[src/rtl/ddr_test_ctrl.sv]
// DDR test controller: sequential write/read sweeps and an LFSR-driven random read run on a MIG app port.
// Optional macro DDR_TEST_CMP_EN enables the read-data compare and err_cnt; undefined, err_cnt is 0.
module ddr_test_ctrl #(
  parameter int ADDR_W       = 28,
  parameter int DATA_W       = 128,
  parameter int ADDR_STEP    = 8,
  parameter int BASE_ADDR    = 0,
  parameter int REGION_BEATS = 129,
  parameter int RAND_BITS    = 7,
  parameter int RAND_BEATS   = 64,
  parameter int MAX_OUTST    = 16,
  parameter int ERR_W        = 16
) (
  input  logic                clk,
  input  logic                rst,
  input  logic                cmd_valid,
  input  logic [7:0]          cmd_data,
  input  logic                init_calib_complete,
  input  logic                app_rdy,
  input  logic                app_wdf_rdy,
  input  logic                app_rd_data_valid,
  input  logic [DATA_W-1:0]   app_rd_data,
  output logic                app_en,
  output logic [2:0]          app_cmd,
  output logic [ADDR_W-1:0]   app_addr,
  output logic                app_wdf_wren,
  output logic                app_wdf_end,
  output logic [DATA_W-1:0]   app_wdf_data,
  output logic [DATA_W/8-1:0] app_wdf_mask,
  output logic                busy,
  output logic                done,
  output logic [ERR_W-1:0]    err_cnt,
  output logic [1:0]          state
);

  typedef enum logic [1:0] {IDLE = 2'd0, WR = 2'd1, RD = 2'd2, RND = 2'd3} state_t;

  localparam int LANES = DATA_W / 32;
  localparam int MAX_BEATS = (REGION_BEATS > RAND_BEATS) ? REGION_BEATS : RAND_BEATS;
  localparam int CNT_W = $clog2(MAX_BEATS + 1);
  localparam int OUT_W = $clog2(MAX_OUTST + 1);
  localparam logic [15:0] LFSR_SEED = 16'hACE1;
  localparam logic [2:0] CMD_WR = 3'b000;
  localparam logic [2:0] CMD_RD = 3'b001;

  function automatic logic [DATA_W-1:0] pattern(input logic [ADDR_W-1:0] a);
    logic [31:0] a32;
    a32 = 32'(a);
    for (int i = 0; i < LANES; i++) pattern[i*32 +: 32] = a32 ^ (32'hA5A5_0000 + 32'(i));
  endfunction

  function automatic logic [15:0] lfsr_step(input logic [15:0] l);
    return {l[14:0], l[15] ^ l[13] ^ l[12] ^ l[10]};
  endfunction

  function automatic logic [ADDR_W-1:0] rnd_addr(input logic [15:0] l);
    return ADDR_W'(BASE_ADDR) + ADDR_W'(l[RAND_BITS-1:0]) * ADDR_W'(ADDR_STEP);
  endfunction

  state_t              state_reg, state_next;
  logic                app_en_reg, app_en_next;
  logic [2:0]          app_cmd_reg, app_cmd_next;
  logic [ADDR_W-1:0]   app_addr_reg, app_addr_next;
  logic                wren_reg, wren_next;
  logic [DATA_W-1:0]   wdata_reg, wdata_next;
  logic                done_reg, done_next;
  logic [CNT_W-1:0]    cnt_reg, cnt_next;
  logic [CNT_W-1:0]    ret_reg, ret_next;
  logic [OUT_W-1:0]    outst_reg, outst_next;
  logic [15:0]         lfsr_reg, lfsr_next;
  logic                start_read;
  logic                cmd_acc, data_acc, ret_fire;
  logic [CNT_W-1:0]    total;

  // Handshakes only count while calibrated, so a calibration loss freezes issue.
  assign cmd_acc  = app_en_reg && app_rdy && init_calib_complete;
  assign data_acc = wren_reg && app_wdf_rdy && init_calib_complete;
  assign ret_fire = app_rd_data_valid && (state_reg == RD || state_reg == RND);
  assign total    = (state_reg == RND) ? CNT_W'(RAND_BEATS) : CNT_W'(REGION_BEATS);

  always_comb begin
    state_next    = state_reg;
    app_en_next   = app_en_reg;
    app_cmd_next  = app_cmd_reg;
    app_addr_next = app_addr_reg;
    wren_next     = wren_reg;
    wdata_next    = wdata_reg;
    done_next     = 1'b0;
    cnt_next      = cnt_reg;
    ret_next      = ret_reg;
    outst_next    = outst_reg;
    lfsr_next     = lfsr_reg;
    start_read    = 1'b0;
    case (state_reg)
      IDLE: begin
        if (cmd_valid && init_calib_complete) begin
          case (cmd_data)
            8'h01: begin
              state_next    = WR;
              app_en_next   = 1'b1;
              app_cmd_next  = CMD_WR;
              app_addr_next = ADDR_W'(BASE_ADDR);
              wren_next     = 1'b1;
              wdata_next    = pattern(ADDR_W'(BASE_ADDR));
              cnt_next      = '0;
            end
            8'h02, 8'h03: begin
              state_next    = (cmd_data == 8'h02) ? RD : RND;
              app_en_next   = 1'b1;
              app_cmd_next  = CMD_RD;
              app_addr_next = (cmd_data == 8'h02) ? ADDR_W'(BASE_ADDR) : rnd_addr(LFSR_SEED);
              cnt_next      = '0;
              ret_next      = '0;
              outst_next    = '0;
              lfsr_next     = LFSR_SEED;
              start_read    = 1'b1;
            end
            default: ;
          endcase
        end
      end
      WR: begin
        if (init_calib_complete) begin
          if (cmd_acc) app_en_next = 1'b0;
          if (data_acc) wren_next = 1'b0;
          // Beat retires once both halves are in; the next beat goes out on the following cycle.
          if ((!app_en_reg || cmd_acc) && (!wren_reg || data_acc)) begin
            if (cnt_reg == CNT_W'(REGION_BEATS - 1)) begin
              state_next = IDLE;
              done_next  = 1'b1;
            end else begin
              cnt_next      = cnt_reg + 1'b1;
              app_addr_next = app_addr_reg + ADDR_W'(ADDR_STEP);
              wdata_next    = pattern(app_addr_reg + ADDR_W'(ADDR_STEP));
              app_en_next   = 1'b1;
              wren_next     = 1'b1;
            end
          end
        end
      end
      RD, RND: begin
        if (cmd_acc) begin
          cnt_next = cnt_reg + 1'b1;
          if (state_reg == RND) begin
            lfsr_next     = lfsr_step(lfsr_reg);
            app_addr_next = rnd_addr(lfsr_step(lfsr_reg));
          end else begin
            app_addr_next = app_addr_reg + ADDR_W'(ADDR_STEP);
          end
        end
        if (cmd_acc && !ret_fire) outst_next = outst_reg + 1'b1;
        else if (!cmd_acc && ret_fire && outst_reg != '0) outst_next = outst_reg - 1'b1;
        if (init_calib_complete && (!app_en_reg || cmd_acc))
          app_en_next = (cnt_next < total) && (outst_next < OUT_W'(MAX_OUTST));
        if (ret_fire) begin
          ret_next = ret_reg + 1'b1;
          if (ret_reg == total - 1'b1) begin
            state_next  = IDLE;
            done_next   = 1'b1;
            app_en_next = 1'b0;
          end
        end
      end
    endcase
  end

  always_ff @(posedge clk) begin
    if (rst) begin
      state_reg    <= IDLE;
      app_en_reg   <= 1'b0;
      app_cmd_reg  <= CMD_WR;
      app_addr_reg <= '0;
      wren_reg     <= 1'b0;
      wdata_reg    <= '0;
      done_reg     <= 1'b0;
      cnt_reg      <= '0;
      ret_reg      <= '0;
      outst_reg    <= '0;
      lfsr_reg     <= LFSR_SEED;
    end else begin
      state_reg    <= state_next;
      app_en_reg   <= app_en_next;
      app_cmd_reg  <= app_cmd_next;
      app_addr_reg <= app_addr_next;
      wren_reg     <= wren_next;
      wdata_reg    <= wdata_next;
      done_reg     <= done_next;
      cnt_reg      <= cnt_next;
      ret_reg      <= ret_next;
      outst_reg    <= outst_next;
      lfsr_reg     <= lfsr_next;
    end
  end

  assign app_en       = app_en_reg;
  assign app_cmd      = app_cmd_reg;
  assign app_addr     = app_addr_reg;
  assign app_wdf_wren = wren_reg;
  assign app_wdf_end  = wren_reg;
  assign app_wdf_data = wdata_reg;
  assign app_wdf_mask = '0;
  assign busy         = (state_reg != IDLE);
  assign done         = done_reg;
  assign state        = state_reg;

`ifdef DDR_TEST_CMP_EN
  // Return side replays the issue-side address sequence; returns arrive in order.
  logic [ERR_W-1:0]  err_reg;
  logic [15:0]       rlfsr_reg;
  logic [ADDR_W-1:0] exp_addr_reg;
  logic [ADDR_W-1:0] exp_addr;
  logic [DATA_W-1:0] exp_data;
  logic [LANES-1:0]  lane_bad;

  assign exp_addr = (state_reg == RND) ? rnd_addr(rlfsr_reg) : exp_addr_reg;
  assign exp_data = pattern(exp_addr);

  generate
    for (genvar gi = 0; gi < LANES; gi++) begin : g_lane
      assign lane_bad[gi] = (app_rd_data[gi*32 +: 32] != exp_data[gi*32 +: 32]);
    end
  endgenerate

  always_ff @(posedge clk) begin
    if (rst) begin
      err_reg      <= '0;
      rlfsr_reg    <= LFSR_SEED;
      exp_addr_reg <= '0;
    end else if (start_read) begin
      err_reg      <= '0;
      rlfsr_reg    <= LFSR_SEED;
      exp_addr_reg <= ADDR_W'(BASE_ADDR);
    end else if (ret_fire) begin
      if (state_reg == RND) rlfsr_reg <= lfsr_step(rlfsr_reg);
      else exp_addr_reg <= exp_addr_reg + ADDR_W'(ADDR_STEP);
      if ((|lane_bad) && (err_reg != {ERR_W{1'b1}})) err_reg <= err_reg + 1'b1;
    end
  end

  assign err_cnt = err_reg;
`else
  logic unused_rd_data;
  assign unused_rd_data = ^{app_rd_data, start_read};
  assign err_cnt = '0;
`endif

endmodule

[config.mk]
export PLATFORM = sky130hd
export DESIGN_NAME = ddr_test_ctrl
export DESIGN_NICKNAME = d
export VERILOG_FILES = /design/src/rtl/ddr_test_ctrl.sv
export SDC_FILE = /design/constraint.sdc
export NUM_CORES = 1
export LEC_CHECK = 0
export ABC_AREA = 1
export CAP_MARGIN = 20
export CORE_ASPECT_RATIO = 0.6
export CORE_UTILIZATION = 43
export DETAILED_ROUTE_END_ITERATION = 12
export GPL_ROUTABILITY_DRIVEN = 0
export HOLD_SLACK_MARGIN = 0.03
export PLACE_DENSITY = 0.87
export SLEW_MARGIN = 20
export SYNTH_ARGS = -nofsm -noshare
export SYNTH_HDL_FRONTEND = slang
export SYNTH_SLANG_ARGS = --single-unit
[constraint.sdc]
create_clock -name clk -period 5.2 [get_ports clk]
set_clock_uncertainty 0.1 [all_clocks]
set_input_delay 0.78 -clock clk [delete_from_list [all_inputs] [get_ports clk]]
set_output_delay 0.78 -clock clk [all_outputs]
set_load 0.01 [all_outputs]
After elaboration in Yosys (flattened, before gate mapping)
Cells that the tools add are included.
{"block": "totals", "ff_bits": 201, "input_bits": 143, "elab_cells": 157}
{"block": "op_classes", "add_sub_neg": 6, "n_lt_le_gt_ge": 2, "n_eq_ne": 21, "muxes": 72, "bitwise_logic": 7, "reduce_logical": 38}
{"cell": "two-way mux 128 bit", "count": 5}
{"cell": "case mux 128 bit (2 select lines)", "count": 1}
{"cell": "two-way mux 28 bit", "count": 6}
{"cell": "two-way mux 8 bit", "count": 11}
{"cell": "case mux 28 bit (3 select lines)", "count": 1}
{"cell": "two-way mux 16 bit", "count": 4}
{"cell": "case mux 28 bit (2 select lines)", "count": 1}
{"cell": "case mux 16 bit (2 select lines)", "count": 1}
{"cell": "adder 28 x 4 -> 28 bit, second input constant", "count": 1}
{"cell": "two-way mux 5 bit", "count": 5}
{"cell": "case mux 8 bit (3 select lines)", "count": 1}
{"cell": "two-way mux 1 bit", "count": 21}
{"cell": "!= test 2 bit, second input constant", "count": 10}
{"cell": "NOT 7 -> 9 bit", "count": 2}
{"cell": "adder 8 x 1 -> 8 bit, second input constant", "count": 2}
{"cell": "== test 8 x 2 -> 1 bit, second input constant", "count": 2}
{"cell": "case mux 8 bit (2 select lines)", "count": 1}
{"cell": "logical AND 1 bit", "count": 12}
{"cell": "two-way mux 2 bit", "count": 6}
{"cell": "AND reduction 6 bit", "count": 2}
{"cell": "two-way mux 10 bit", "count": 1}
{"cell": "NOT 8 -> 10 bit", "count": 1}
{"cell": "case mux 5 bit (2 select lines)", "count": 1}
{"cell": "AND reduction 5 bit", "count": 2}
{"cell": "other kinds (29)", "count": 46}

Longest topological paths before layout
Gate-level depths: netlist of run 1.
{"block": "logic_depth", "word_depth": 14, "depth_mapped": 14}

Worst setup path before layout of run 1
Ideal clock, no wire load.
{"block": "synth_path", "path_type": "input port to flip-flop", "from": "input app_rdy", "to": "register app_en_reg, in the netlist app_en", "setup_time_ns": 0.070, "arrival_ns": 2.092, "required_time_ns": 5.030, "slack_ns": 2.938, "cell_stages": 12, "cell_sequence": "nand3_2 > buf_2 > nand2_1 > a21boi_0 > ha_1 > a21oi_1 > nand2_1 > nor2_1 > nand2_1 > nand2_1 > nand2_1 > a21oi_1"}
{"block": "synth_via", "elab_chain_cells": 14}
{"element": "start, declared", "line_no": "19", "source": "input logic app_rdy,"}
{"element": "logical AND 1 bit (*) (2 in series)", "line_no": "76", "source": "assign cmd_acc = app_en_reg && app_rdy && init_calib_complete;"}
{"element": "zero test 1 bit", "line_no": "152", "source": "else if (!cmd_acc && ret_fire && outst_reg != '0) outst_next = outst_reg - 1'b1;"}
{"element": "logical AND 1 bit (2 in series)", "line_no": "152"}
{"element": "two-way mux 5 bit", "line_no": "152"}
{"element": "two-way mux 5 bit", "line_no": "151", "source": "if (cmd_acc && !ret_fire) outst_next = outst_reg + 1'b1;"}
{"element": "two-way mux 5 bit", "line_no": "94", "source": "case (state_reg)"}
{"element": "less-than comparator 5 bit", "line_no": "154", "source": "app_en_next = (cnt_next < total) && (outst_next < OUT_W'(MAX_OUTST));"}
{"element": "logical AND 1 bit", "line_no": "154"}
{"element": "two-way mux 1 bit", "line_no": "153", "source": "if (init_calib_complete && (!app_en_reg || cmd_acc))"}
{"element": "two-way mux 1 bit", "line_no": "157", "source": "if (ret_reg == total - 1'b1) begin"}
{"element": "two-way mux 1 bit", "line_no": "155", "source": "if (ret_fire) begin"}
{"element": "case mux 1 bit (3 select lines) (*)", "line_no": "94"}
{"element": "end signal, assigned", "line_no": "182", "source": "app_en_reg <= app_en_next;"}
{"element": "end, declared", "line_no": "61", "source": "logic app_en_reg, app_en_next;"}
Mark *: on every way between the ends. The rest lies on a longest branch, timed or not. The select of a mux whose other input is x is not followed.
A chain may end at the register's enable or synchronous reset.

Worst setup path after layout of run 1
{"block": "layout_path", "from": "register state_reg[1], in the netlist state[1]", "to": "output busy"}
{"block": "layout_via", "elab_chain_cells": 1}
{"element": "start, declared", "line_no": "60", "source": "state_t state_reg, state_next;"}
{"element": "start signal, assigned", "line_no": "181", "source": "state_reg <= state_next;"}
{"element": "nonzero test 2 bit", "line_no": "202", "source": "assign busy = (state_reg != IDLE);"}
{"element": "end, declared", "line_no": "30", "source": "output logic busy,"}
Every way passes these cells.

==> summary.md, run 1 <==
The run finished with clean final reports. Post-route setup TNS: 0 ns. The register with the most flip-flops in the layout has 27 of them. The wire length of the first global-routing pass is 28.7 mm, and the count of max-cap constraint violations is 0. The repair_antennas step left the layout with diodes totalling 0.

Once the clock tree was built, the resizer swapped 0 gates to a different size. Counting every sink on the clock net gives 95. Across all layers, the routed design uses 6285 vias. The cell area that synthesis handed to floorplanning was 6430 sq um. From bottom edge to top edge, the die measures 96.8 microns. The count of nets left with antenna violations once routing finished came out at 0. In the finished design, the share of the clock period the worst path needs comes to 65.2%. In this run the number of H-tree levels came out at 3. The effective utilization at floorplan was 44.2%. The most common cell after layout, fill and taps aside is nand2_1. In this run, the number of DRC markers left after iteration 0 of detailed routing was 697.

TritonCTS built the clock tree. For the worst-case register-to-register setup slack, the log shows 1.92 ns. During I/O placement, the number of pins put on the boundary was 341. For the post-CTS setup buffer count, the log shows 0. The worst min-delay path class was flip-flop to flip-flop.

The run gives 375 uW as the net switching power. Across every metal layer, demand over resource in global routing totals 23.0%. The post-detailed-route via-to-cell ratio was 5.21; the count of placed standard cells including taps was 1190.

The tools report the clock root buffer master as clkbuf_16. Relative to the synthesized area, the layout overhead comes to 17.8%. Setup repair after global routing left no endpoint under its margin. Data on the critical path arrives at its endpoint at 2.51 ns.

IR analysis of the VDD net gives a maximum drop of 0.000144 V. Worst-margin pin slew: 0.812 ns. Mean cell area of the mapped netlist: 6.76 sq um. At the end of the flow, the number of nets in the layout was 1158.

The tools report the number of antenna violations at the first check in global routing as 0. The switching share of power was 24.8%. By startpoint and endpoint, the worst setup path is classified as flip-flop to primary output. Before antenna repair, the detailed router went through 6 iterations. STA classifies the critical path endpoint as a primary output. The run gives 0.35 ns as the source-to-sink clock delay at the later pin of the worst-skew pair. The internal cell power is 1130 uW. After the flow finishes, the layout carries non-filler instances totaling 1206.

The clock passes through at most 2 buffers. After global routing, the most crowded layer is met2. Headroom to the max-slew limit came out at 45.8%. Entering global routing, the biggest net connects 74 pins.

The number of flops mapped to enable cells by yosys came out at 0. For met2 alone, demand over resource in global routing was 33.1%. The logs give 9 for the TritonCTS buffer count and 48.6% for the part of the total power dissipated in sequential elements. Dividing the detail-routed wire length by the instance count gives 14.9 microns. For this design the ratio of total power to cell area is 199 nW/um^2. The logs give 0 for the hold-fix buffer count after cts and 0 for the final count of pins violating max slew. For this run, asynchronously set or reset flops after synthesis account for 0%. In the layout the commonest cells are 208 x nand2_1, 158 x clkdlybuf4s50_1, 95 x dfxtp_1.

Top achievable clock speed: 0.295 GHz. Of all nets on the critical path, the largest fanout is 27. The fraction of layout instances using a drive strength above 1 came out at 4.27%.

The sum of overflow across all layers after global routing came out at 0. The post-synthesis cell type count is 44, and the number of global-route vias before repair is 5445. The tools report the number of warning messages in the yosys log as 0.

Global routing consumed, on the met1 layer, 32.4% of the routing resources. The standard-cell row count is 34, and the die span in x is 160 microns. The leakage power total is 0.00296 uW, and the number of port buffers is 159. The register bit count reported by yosys was 95. The fraction of the yosys area taken by sequential cells is 29.6%, and the total half-perimeter wirelength after legalization and detailed placement is 13.0 mm. Commonest register cell after synthesis: dfxtp_1.

The number of cells produced by synthesis was 952. For the worst setup path, the data required time is 4.32 ns. For the part of the power in combinational logic, the log shows 5.1%. Floorplan die area: 15500 sq um.

Setup violations remaining at the end of the flow were counted as 0. After detailed routing, the number of remaining DRC violations is 0. The CTS clock-pin slew for the worst setup and hold paths is 0.07 ns, and the sum of routed wire length over all layers is 18.0 mm. The tools report the met3 routing resource usage after global routing as 7.42%.

The clock network accounts for 46.3% of the total power. The total area inside the core boundary comes to 14500 sq um. The final-report hold violation count is 0.

The tools report the startpoint type of the worst setup path as a flip-flop. The post-route minimum period works out to 3.39 ns.
-- stage by stage --
stage	hold slack [ns]	util, %	area (sq um)	power (uW)	setup slack [ns]
final	0.367	52.1	7580	1510	1.81
after detailed placement	0.355	50.0	7270	826	1.52
after CTS	0.368	52.1	7580	1510	1.87
after global routing	0.386	52.1	7580	1560	1.65
after floorplan	0.328	-	6630	832	2.94
after global placement	0.338	50.0	7270	825	1.57
-- synth_stat cells (3+ instances only) --
library cell	count	area (sq um)
buf_1	3	11.3
xnor2_1	7	61.3
buf_2	10	50.1
nor2_1	92	345
nand2_2	3	18.8
nand3_2	3	30.0
a22oi_1	7	52.6
clkbuf_1	15	56.3
ha_1	12	150
o22ai_1	5	31.3
nand3_1	45	225
nor4_1	3	18.8
dfxtp_1	95	1900
inv_2	8	30.0
o21ai_0	39	195
nor3_1	10	50.1
buf_4	143	1070
or2_2	3	18.8
a21oi_1	80	400
nand4_1	30	188
a211oi_1	8	60.1
o21ai_1	6	30.0
nand2_1	208	781
inv_1	74	278
xor2_1	20	175
-- worst max-delay path, stage by stage (launching register included) --
cell,delay [ns]
dfxtp_1,0.46
inv_1,0.10
ha_1,0.41
inv_2,0.53
clkdlybuf4s50_1,0.66
-- metal layers --
layer	vias up	part of all wire (%)
met4	0	2.6
met5	-	0
met3	37	13
met2	403	42
met1	2844	43
li1	3001	-
-- area by class of cell --
class	instances	area, sq um
Fill cell	1374	6970
Multi-Input combinational cell	652	3200
Sequential cell	95	1900
Timing Repair Buffer	162	1610
Inverter	83	312
Tap cell	198	248
Clock buffer	9	225
Clock inverter	7	85.1
-- worst paths after layout --
kind                      from  cells after the start                end
setup / recovery      state[1]                      4               busy
hold / removal    lfsr_reg[14]                      2       lfsr_reg[14]
setup reg to reg      state[1]                      9  app_wdf_data[103]
hold reg to reg   lfsr_reg[14]                      2       lfsr_reg[14]
-- cell families (layout without fill, tap and decap cells) --
| family | count (synthesis) | after routing | synth area share, % |
|---|---|---|---|
| and+or+nand+nor | 405 | 405 | 27.3 |
| xor gates and xnor gates | 27 | 27 | 3.67 |
| DFF | 95 | 95 | 29.6 |
| other | 1 | 53 | 0.0583 |
| adders and majority gates | 12 | 12 | 2.33 |
| buffers and inverters | 257 | 261 | 23.8 |
| AOI/OAI and AO/OA | 155 | 155 | 13.3 |
-- power groups by stage --
stage          clock (uW)  combinational, uW  sequential (uW)
6_report              699               76.6              734
5_1_grt               739               83.1              734
4_1_cts               702               74.7              734
3_5_place_dp            0               74.7              751
3_3_place_gp            0               74.1              751
2_1_floorplan           0               81.9              750
No activity file was read; power rests on OpenSTA's default activity.
==> run 2: changes to the inputs <==
- CORE_UTILIZATION: 43 -> 40
- PLACE_DENSITY: 0.87 -> 0.82
- clock period: 5.2 -> 3.3 ns (I/O delays scaled with it)
==> summary.md, run 2 (synthesis results as in run 1) <==
The flow ran to the end, but the final reports show violations. The final reports fail on design-rule violations. Power per cell area: 312 nW/um^2 (+57%). Worst min-delay path class: flip-flop to flip-flop. The average wire per cell in the routed design was 14.8 microns (-0.76%); the detailed-router iteration count before antenna repair was 9 (+3). Capture endpoint of the worst hold path: lfsr_reg[14]. The fraction of layout instances using a drive strength above 1 was 5.11% (+0.85 points); the number of I/O pins was 341 (unchanged). The run gives 3 (unchanged) as the H-tree depth. TritonCTS built the clock tree.

CTS clock-pin slew for the worst setup and hold paths: 0.07 ns (about the same). After layout, the worst path uses 78.9% of the clock period. The post-layout net count is 1167 (+0.78%), and the total DRC errors in the routed layout is 18 (+18).

The post-detailed-route via-to-cell ratio came out at 5.09 (-2.3%). The worst reg2reg path depth was 11 (+2); the global-route usage over all layers was 21.5% (-1.5 points). The floorplan die height came out at 100 microns (+3.6%). The worst setup path is captured at a flip-flop. The endpoint identified for the worst register-to-register timing path is ret_reg[5]. Top achievable clock speed: 0.384 GHz. The worst-case register-to-register setup slack was 0.70 ns (-1.22 ns). The run gives 0 (unchanged) as the final-report hold violation count. In this run the most critical hold path is launched from lfsr_reg[14]. Effective utilization at floorplan: 41.4% (-2.8 points). The number of sinks on the clock net was 95 (unchanged); the cell depth of the worst min-delay path was 2 (unchanged). The number of global-route vias before repair is 5501 (+1.0%). The critical path goes through ha_1, nor2_2, buf_4, nor2_1, inv_1, nand2_1, nand2_2, nor2_1, nand3_1, nand2_1, nor2_1. The post-route setup TNS is 0 ns (unchanged).

The sum of overflow across all layers after global routing was 0 (unchanged). The tools report the sum of routed wire length over all layers as 18.1 mm (+0.47%). The run gives 0.473 ns (-1.05 ns) as the post-placement setup slack.

The number of port buffers is 159 (unchanged). The final count of pins violating max slew is 0 (unchanged), and the total half-perimeter wirelength after legalization and detailed placement is 13.4 mm (+2.6%). The tools report the maximum clock insertion buffer count as 2 (unchanged). The slowest library cell on the worst path is ha_1. The run gives 3.41 ns (-0.91 ns) as the critical path required time. The pin count of the biggest net entering global routing came out at 73 (-1.4%). The critical path is of the flip-flop to flip-flop type.

For the highest ir drop seen on vdd, the log shows 0.000332 V (+130%). The number of nets still failing antenna checks after routing came out at 0 (unchanged). The floorplan die area was 16600 sq um (+7.4%); the number of flip-flops in the largest register was 27 (unchanged). TritonCTS buffer count: 9 (unchanged). Source-to-sink clock delay at the later pin of the worst-skew pair: 0.35 ns (about the same). The leakage power total was 0.00301 uW (+1.6%). Compared with the post-synthesis result, the final layout area differs by 19.0%.

The run gives 28.3 mm (-1.3%) as the wire length of the first global-routing pass. Leaving out fill and tap cells, the most frequent cell in the layout is nand2_1. The worst relative slew slack is 46.1% (+0.24 points), and the placeable core region is 15500 sq um (+6.9%). Number of antenna violations at the first check in global routing: 1 (+1). Worst-path maximum fanout: 16 (-41%).

The run gives 0 (unchanged) as the post-CTS setup buffer count. The worst flop-to-flop path startpoint was state[1]. The clock root buffer master is clkbuf_16. The tools report the standard-cell row count as 35 (+2.9%). The count of max-cap constraint violations was 0 (unchanged); the hold-fix buffer count after cts was 0 (unchanged). The post-route minimum period is 2.60 ns.

Startpoint type of the worst setup path: a flip-flop. The most numerous cell type found on the critical path is nor2_1. The worst-margin pin slew is 0.809 ns (-0.00361 ns). The library cells used most frequently in the layout, excluding fill and tap cells, are 208 x nand2_1, 158 x clkdlybuf4s50_1, 95 x dfxtp_1. Setup repair after global routing left no endpoint under its margin. The final core utilization was 49.3% (-2.8 points); the least setup slack across all paths after layout was 0.696 ns (-1.11 ns). Arrival time at the worst endpoint: 2.72 ns (+0.21 ns). Post-cts sizing count: 0 (unchanged). The die span in x is 166 microns (+3.6%), and the largest stage delay on the critical path is 0.44 ns (-0.22 ns). The tools report the final number of setup-violating endpoints as 0 (unchanged). The violation count after the first detailed-route iteration is 665 (-4.6%), and the routed via count is 6216 (-1.1%).
run 2: changes by cell type in the layout (fill, tap and decap cells not counted), sizes merged:
cell / before / now
buf: 4 / 13
diode: 0 / 1
run 2: area by class of cell:
cell class                 count  area (sq um)
fill                        1494          7890
clock buffer                   9           225
antenna                        1          2.50
timing repair buffer         171          1680
clock inverter                 7          87.6
sequential                    95          1900
multi-input combinational    652          3200
tap                          203           254
inverter                      83           312
run 2: worst max path at each step:
stage                                    from  slack, ns      endpoint  depth (start not counted)
final                                state[1]       0.70    ret_reg[5]                         11
after detailed placement  init_calib_complete       0.47        app_en                         13
after floorplan                    cnt_reg[2]       1.30        app_en                         14
after global routing                 state[1]       0.51    ret_reg[5]                         12
after CTS                            state[0]       0.71          busy                          4
after global placement    init_calib_complete       0.52  app_addr[14]                         10
run 2: through the flow:
stage	power, uW	area, sq um	hold WS, ns	instances
2_1_floorplan	1310	6630	0.328	1004
3_3_place_gp	1300	7340	0.339	1204
3_5_place_dp	1300	7340	0.355	1204
4_1_cts	2400	7650	0.365	1220
5_1_grt	2460	7660	0.381	1221
6_report	2390	7660	0.362	1221
run 2: worst max-delay path, delay by kind of cell (launching register included):
family        cells  cell delay [ns]
fa+ha+maj         1             0.44
buf+inv           2             0.38
flops             1             0.41
simple gates      8             1.14
run 2: power by group:
group	switching [uW]	total, uW	internal (uW)
Clock	503	1110	607
Combinational	90.0	124	34.4
Sequential	4.66	1160	1150
Total	598	2390	1790
run 2: layer usage:
layer / global-route usage [%] / routed length [microns] / share of wire [%] / up-vias
met3: 6.59 / 2020 / 11 / 28
met5: 0 / 0 / 0 / -
met1: 28.7 / 7840 / 43 / 2835
met2: 32.8 / 7800 / 43 / 336
met4: 7.62 / 428 / 2.4 / 0
li1: - / - / - / 3017
